### config.mk
export PLATFORM = sky130hd
export DESIGN_NAME = bck_ctrl_pipe
export DESIGN_NICKNAME = d
export VERILOG_FILES = /design/src/rtl/bck_pkg.sv /design/src/rtl/bck_pipe_slice.sv /design/src/rtl/bck_ctrl_pipe.sv
export SDC_FILE = /design/constraint.sdc
export NUM_CORES = 2
export LEC_CHECK = 0
export BUFFER_PORTS_ARGS = -buffer_cell sky130_fd_sc_hd__buf_4
export CORE_AREA = 2 2 409 411
export CTS_CLUSTER_DIAMETER = 50
export DETAILED_ROUTE_END_ITERATION = 8
export DIE_AREA = 0 0 411 413
export GPL_ROUTABILITY_DRIVEN = 0
export PLACE_DENSITY = 0.54
export SYNTH_ARGS = -nofsm -noshare
export SYNTH_HDL_FRONTEND = slang
export SYNTH_SLANG_ARGS = --single-unit
### constraint.sdc
create_clock -name clk -period 9.3 [get_ports clk]
set_input_delay 0.465 -clock clk [delete_from_list [all_inputs] [get_ports clk]]
set_output_delay 0.465 -clock clk [all_outputs]
set_load 0.005 [all_outputs]
### src/rtl/bck_pkg.sv
// Shared status codes, default widths and token layout for the backward-extension
// control pipeline.
package bck_pkg;

  localparam logic [5:0] BUBBLE  = 6'b000000;
  localparam logic [5:0] BCK_INI = 6'b001000;
  localparam logic [5:0] BCK_RUN = 6'b010000;
  localparam logic [5:0] BCK_END = 6'b100000;

  localparam int READ_NUM_WIDTH_DEF = 10;
  localparam int ADDR_W_DEF         = 7;
  localparam int DATA_W_DEF         = 64;
  localparam int DEPTH_DEF          = 3;
  localparam int MEM_ADDR_W_DEF     = 42;
  localparam int ADDR_SHIFT_DEF     = 7;

  // Default-width token; the top re-declares the same layout with its own parameters.
  typedef struct packed {
    logic [READ_NUM_WIDTH_DEF-1:0] read_num;
    logic [5:0]                    status;
    logic [ADDR_W_DEF-1:0]         rd_addr;
    logic                          last_one_read;
    logic [4*DATA_W_DEF-1:0]       p;
  } bck_token_t;

  // Anything other than the three backward codes (forward codes, non-one-hot) is a bubble.
  function automatic logic [5:0] norm_status(input logic [5:0] s);
    return (s == BCK_INI || s == BCK_RUN || s == BCK_END) ? s : BUBBLE;
  endfunction

  function automatic logic needs_read(input logic [5:0] s, input logic lor);
    return (s == BCK_INI || s == BCK_RUN) && !lor;
  endfunction

endpackage

### src/rtl/bck_pipe_slice.sv
// One elastic register slice: registered valid and payload, ready passed upstream
// combinationally so a full chain still moves one token per cycle.
module bck_pipe_slice #(
  parameter int W = 8
) (
  input  logic         clk,
  input  logic         rst,
  input  logic         in_valid,
  output logic         in_ready,
  input  logic [W-1:0] in_data,
  output logic         out_valid,
  input  logic         out_ready,
  output logic [W-1:0] out_data
);

  assign in_ready = !out_valid || out_ready;

  always_ff @(posedge clk) begin
    if (rst) begin
      out_valid <= 1'b0;
      out_data  <= '0;
    end else if (in_ready) begin
      out_valid <= in_valid;
      if (in_valid) out_data <= in_data;
    end
  end

endmodule

### src/rtl/bck_ctrl_pipe.sv
// Backward-extension control pipeline: fetch interval entry (or bypass), compute
// backward k/l and the occurrence-table cache-line addresses, with valid/ready flow.
module bck_ctrl_pipe
  import bck_pkg::*;
#(
  parameter int READ_NUM_WIDTH = READ_NUM_WIDTH_DEF,
  parameter int ADDR_W         = ADDR_W_DEF,
  parameter int DATA_W         = DATA_W_DEF,
  parameter int DEPTH          = DEPTH_DEF,
  parameter int MEM_ADDR_W     = MEM_ADDR_W_DEF,
  parameter int ADDR_SHIFT     = ADDR_SHIFT_DEF
) (
  input  logic                      clk,
  input  logic                      rst,
  input  logic                      in_valid,
  output logic                      in_ready,
  input  logic [READ_NUM_WIDTH-1:0] in_read_num,
  input  logic [5:0]                in_status,
  input  logic [ADDR_W-1:0]         in_rd_addr,
  input  logic                      in_last_one_read,
  input  logic [4*DATA_W-1:0]       in_curr,
  output logic                      rd_req,
  output logic [ADDR_W-1:0]         rd_addr,
  input  logic [4*DATA_W-1:0]       rd_data,
  output logic                      out_valid,
  input  logic                      out_ready,
  output logic [READ_NUM_WIDTH-1:0] out_read_num,
  output logic [5:0]                out_status,
  output logic [4*DATA_W-1:0]       out_p,
  output logic [DATA_W-1:0]         out_k,
  output logic [DATA_W-1:0]         out_l,
  output logic                      req_valid,
  output logic [MEM_ADDR_W-1:0]     req_addr_k,
  output logic [MEM_ADDR_W-1:0]     req_addr_l,
  output logic                      finish_pulse,
  output logic [$clog2(DEPTH):0]    occupancy
);

  localparam int OCC_W = $clog2(DEPTH) + 1;
  localparam int NMID  = (DEPTH >= 3) ? DEPTH - 3 : 0;
  localparam int PW    = 4 * DATA_W;

  typedef struct packed {
    logic [READ_NUM_WIDTH-1:0] read_num;
    logic [5:0]                status;
    logic [ADDR_W-1:0]         rd_addr;
    logic                      last_one_read;
    logic [PW-1:0]             p;
  } tok_t;

  localparam int TW = $bits(tok_t);

  logic [5:0] in_st;
  tok_t       in_tok, s0_tok;
  logic       s0_v, s0_in_ready, s1_ready;

  assign in_st = norm_status(in_status);

  always_comb begin
    in_tok               = '0;
    in_tok.read_num      = in_read_num;
    in_tok.status        = in_st;
    in_tok.rd_addr       = in_rd_addr;
    in_tok.last_one_read = in_last_one_read;
    in_tok.p             = (in_last_one_read && in_st != BCK_END) ? in_curr : '0;
  end

  // Bubbles see in_ready but never enter S0.
  bck_pipe_slice #(.W(TW)) u_s0 (
    .clk       (clk),
    .rst       (rst),
    .in_valid  (in_valid && in_st != BUBBLE),
    .in_ready  (s0_in_ready),
    .in_data   (in_tok),
    .out_valid (s0_v),
    .out_ready (s1_ready),
    .out_data  (s0_tok)
  );

  assign in_ready = !rst && s0_in_ready;
  assign rd_addr  = s0_tok.rd_addr;
  assign rd_req   = s0_v && s1_ready && needs_read(s0_tok.status, s0_tok.last_one_read);

  logic          s1_v, s1_fresh, hold_v, s1_adv;
  tok_t          s1_tok, s1_out;
  logic [PW-1:0] hold;
  logic          c_v   [0:NMID];
  logic          c_rdy [0:NMID];
  tok_t          c_d   [0:NMID];

  assign s1_ready = !s1_v || c_rdy[0];
  assign s1_adv   = s1_v && c_rdy[0];

  // rd_data is only valid in the cycle after rd_req; if S1 cannot move on then,
  // park it in hold until it does.
  always_ff @(posedge clk) begin
    if (rst) begin
      s1_v     <= 1'b0;
      s1_tok   <= '0;
      s1_fresh <= 1'b0;
      hold_v   <= 1'b0;
      hold     <= '0;
    end else begin
      s1_fresh <= rd_req;
      if (s1_ready) begin
        s1_v <= s0_v;
        if (s0_v) s1_tok <= s0_tok;
      end
      if (s1_adv) begin
        hold_v <= 1'b0;
      end else if (s1_fresh) begin
        hold_v <= 1'b1;
        hold   <= rd_data;
      end
    end
  end

  always_comb begin
    s1_out = s1_tok;
    if (needs_read(s1_tok.status, s1_tok.last_one_read))
      s1_out.p = hold_v ? hold : rd_data;
  end

  assign c_v[0] = s1_v;
  assign c_d[0] = s1_out;

  for (genvar j = 0; j < NMID; j++) begin : g_mid
    bck_pipe_slice #(.W(TW)) u_mid (
      .clk       (clk),
      .rst       (rst),
      .in_valid  (c_v[j]),
      .in_ready  (c_rdy[j]),
      .in_data   (c_d[j]),
      .out_valid (c_v[j+1]),
      .out_ready (c_rdy[j+1]),
      .out_data  (c_d[j+1])
    );
  end

  tok_t              tail_tok, o_tok;
  logic              o_v;
  logic [DATA_W-1:0] k_nxt, l_nxt, o_k, o_l;

  assign tail_tok = c_d[NMID];
  assign k_nxt    = tail_tok.p[DATA_W-1:0] - DATA_W'(1);
  assign l_nxt    = k_nxt + tail_tok.p[3*DATA_W-1:2*DATA_W];

  if (DEPTH >= 3) begin : g_last
    logic              lv;
    tok_t              ltok;
    logic [DATA_W-1:0] lk, ll;

    assign c_rdy[NMID] = !lv || out_ready;

    always_ff @(posedge clk) begin
      if (rst) begin
        lv   <= 1'b0;
        ltok <= '0;
        lk   <= '0;
        ll   <= '0;
      end else if (c_rdy[NMID]) begin
        lv <= c_v[NMID];
        if (c_v[NMID]) begin
          ltok <= c_d[NMID];
          lk   <= k_nxt;
          ll   <= l_nxt;
        end
      end
    end

    assign o_v   = lv;
    assign o_tok = ltok;
    assign o_k   = lk;
    assign o_l   = ll;
  end else begin : g_direct
    // Two-stage build: S1 is the output stage, k/l formed straight from its entry.
    assign c_rdy[0] = out_ready;
    assign o_v      = c_v[0];
    assign o_tok    = c_v[0] ? c_d[0] : '0;
    assign o_k      = c_v[0] ? k_nxt : '0;
    assign o_l      = c_v[0] ? l_nxt : '0;
  end

  assign out_valid    = o_v;
  assign out_read_num = o_tok.read_num;
  assign out_status   = o_tok.status;
  assign out_p        = o_tok.p;
  assign out_k        = o_k;
  assign out_l        = o_l;
  assign req_addr_k   = o_k[MEM_ADDR_W+ADDR_SHIFT-1:ADDR_SHIFT];
  assign req_addr_l   = o_l[MEM_ADDR_W+ADDR_SHIFT-1:ADDR_SHIFT];
  assign req_valid    = o_v && (o_tok.status == BCK_INI || o_tok.status == BCK_RUN);
  assign finish_pulse = o_v && out_ready && (o_tok.status == BCK_END);

  logic unused_tok_bits;
  assign unused_tok_bits = ^{o_tok.rd_addr, o_tok.last_one_read};

  always_comb begin
    occupancy = OCC_W'(s0_v) + OCC_W'(s1_v);
    for (int j = 1; j <= NMID; j++) occupancy = occupancy + OCC_W'(c_v[j]);
    if (DEPTH >= 3) occupancy = occupancy + OCC_W'(o_v);
  end

endmodule

==> run_results.csv <==
group,metric,value,unit
grt,overflow,0,
die,die_h,413,µm
yosys,yosysWarnings,0,
setup_path,r2r_cells,27,
cts,clk_pin_slew,0.06,ns
pwr,peakVddDrop,173,µV
pwr,power.leakage,26.2,nW
sta,worst_slack,0.588,ns
setup_path,r2r_slack,0.59,ns
flow_run,maxCapViolations,0,
route,detail-route-antenna-nets,0,
cells_and_area,layout-drive-gt1-share,18.6,%
die,die_x,411,µm
cts,cts.sinks,1214,
sta,setup_viol,0,
yosys,synth_top_family_by_area,"simple AND/OR/NAND/NOR gates",
yosys,synthMuxAreaShare,5.35,%
cts,tritoncts,"built",
setup_path,crit_fanout,13,
grt,grt_pass1_wl,318000,µm
setup_path,cp_top_family,"simple AND/OR/NAND/NOR gates",
sta,slew_headroom,9.88,%
yosys,yosysMostFrequentCell,"nand2_1",
yosys,yosys-top-cells-count,"1,834 x nand2_1, 1,214 x dfxtp_1, 936 x a21oi_1",
yosys,syn-mean-instance-area,8.03,µm²
die,io_pins,1039,
yosys,ys_types,75,
sta,fin_crit,8.71,ns
hold_path,hold_end,"hold[16]",
grt,grt_use_total,25.0,%
hold_path,min_from,"rd_data[16]",
setup_path,path_depth,27,
sta,timing.final.max_slew_violations,0,
yosys,synth_top_flop_cell,"dfxtp_1",
yosys,synth-simple-area-share,19.1,%
sta,timing.fmax,115,MHz
status,status,"completed",
setup_path,crit_top_cell,"a21oi_1",
yosys,synth-compound-area-share,18.1,%
yosys,async_flop_share,0,%
pwr,p_per_area,177,mW/mm²
sta,hold_ws,0.0555,ns
route,avgRoutedWirePerCell,22.8,µm
placement,portBuffers,1037,
yosys,synth-xor-area-share,2.03,%
route,drt_first_pass_iters,5,
cells_and_area,fillers,16700,
setup_path,start_kind,"flip-flop",
yosys,synth_area,0.0502,mm²
grt,grt_pass1_vias,46500,
setup_path,r2r-end,"out_l[60]",
yosys,synth_nets,6852,
route,wl,223000,µm
cts,cts_resized,0,
yosys,syn-instance-count,6244,
sta,worst_slew_pin_slew,1.35,ns
setup_path,cpMaxStageDelayCell,"o31ai_1",
yosys,synth_top_area_share,48.4,%
setup_path,worst_setup_path_end_kind,"flip-flop",
setup_path,timing.rr.start,"c_d[264]",
route,drtIter0Drc,3729,
setup_path,path_class,"flip-flop to flip-flop",
setup_path,critPathArrivalTime,9.35,ns
cells_and_area,final_nets,8052,
sta,rsz0062_at_grt,"false",
sta,fin_crit_sh,93.7,%
cts,cts_buffer_depth,3,
grt,grt_max_degree,185,
setup_path,slowest_delay,0.77,ns
yosys,synth_edf_count,0,
cells_and_area,utilization,42.0,%
yosys,synthAdderAreaFrac,1.73,%
yosys,synth_top_area_cell,"dfxtp_1",
yosys,synth.area.top_cells,"dfxtp_1 48%, nand2_1 14%, a21oi_1 9.3%",
setup_path,cp.required,9.94,ns
route,vias,49400,
cts,cts_buffers,159,
cts,clk_latency,0.80,ns
cts,h-tree-depth,4,
route,drc_errors,0,
yosys,ys_ff_latch,1214,
die,initial_core_util,30.2,%
hold_path,hold_depth,3,
sta,fin_tns_setup,0,ns
pwr,p_total,12.3,mW
route,viasPerCell,5.04,
yosys,ys_seq_area_share,48.4,%
sta,timing.final.hold_violations,0,
setup_path,timing.critical_path.buf_inv,1,
die,die-area,0.170,mm²
hold_path,min_path_type,"input port to flip-flop",
cts,cts_root_buf,"clkbuf_16",
placement,dpl.hpwl,154000,µm
die,coreArea,0.166,mm²
die,row_count,150,
sta,skew,0.0579,ns
placement,pre_cts_ws,0.775,ns
grt,antenna_found_initial,53,
cells_and_area,syn2layout_area_growth,38.8,%
-- state kept, by name, indices dropped and copies added (netlist names), 6 cells and up --
name,flops
c_d,17
hold,256
out_k,64
out_l,64
out_p,256
out_read_num,10
out_status,6
s1_tok,256
u_s0.out_data,280
-- tightest hold or removal path, stage by stage --
cell and delay [ns]:
buf_4 0.16, nand2_1 0.07, a21oi_1 0.05
-- layer usage --
metal | vias up | global-route usage [%] | share of wire [%]
met5 | - | 0 | 0.13
met4 | 44 | 10.8 | 4.4
met3 | 427 | 5.59 | 6.9
met2 | 1845 | 39.5 | 45
met1 | 23600 | 32.7 | 44
li1 | 23500 | - | -
-- area by class of cell --
class	count	area (µm²)	area share (%)
flip-flops and latches	1214	24300	34.9
multi-input cells	4445	23300	33.5
repair buffers	1607	13500	19.4
clock buffers	204	4420	6.35
well taps	2204	2760	3.96
clock inverters	85	1130	1.63
diodes	31	77.6	0.111
inverters	17	63.8	0.0916
-- report_power, final --
group	switching (mW)	internal (mW)
sequential	0.0127	5.22
clock	2.60	3.79
combinational	0.344	0.345
-- how the worst max path moves through the flow --
stage | endpoint | slack [ns] | start
global placement | out_l[62] | 0.93 | c_d[256]
CTS | out_l[60] | 0.78 | c_d[264]
floorplan | out_l[61] | 1.85 | c_d[256]
global route | out_l[62] | 0.1 | c_d[256]
finish | out_l[60] | 0.59 | c_d[264]
detailed placement | out_l[60] | 0.78 | c_d[264]
-- through the flow --
| step | instances | instance area, µm² |
|---|---|---|
| final | 9807 | 69600 |
| after floorplan | 6244 | 50200 |
| after detailed placement | 8969 | 58800 |
| after CTS | 9774 | 69500 |
| after global placement | 8969 | 58800 |
| after global routing | 9798 | 69600 |
-- cell usage in the layout, fill, tap and decap left out, types with 19 or more instances in the layout --
cell type	synthesis	layout
a21o_1	39	39
a21oi_1	936	935
a22o_1	148	148
buf_4	92	1075
clkbuf_1	444	19
clkbuf_16	0	160
clkbuf_8	0	25
clkinv_2	0	25
dfxtp_1	1214	1213
diode_2	0	31
dlygate4sd3_1	0	518
ha_1	66	66
mux2i_1	258	257
nand2_1	1834	1832
nand3_1	283	283
nor2_1	105	103
o21ai_0	444	440
xnor2_1	59	59
xor2_1	57	57
-- logic make-up after synthesis --
family	count (synthesis)
DFF	1214
AOI/OAI and AO/OA	1645
and+or+nand+nor	2348
muxes	267
buffers and inverters	585
other	1
xor gates and xnor gates	116
adders and majority gates	68
-- repair_timing --
action                                 in CTS  in global routing
hold buffers                              516                  2
setup buffers                               0                  0
endpoints found under the hold margin     516                  2
No activity file was read; power rests on OpenSTA's default activity.
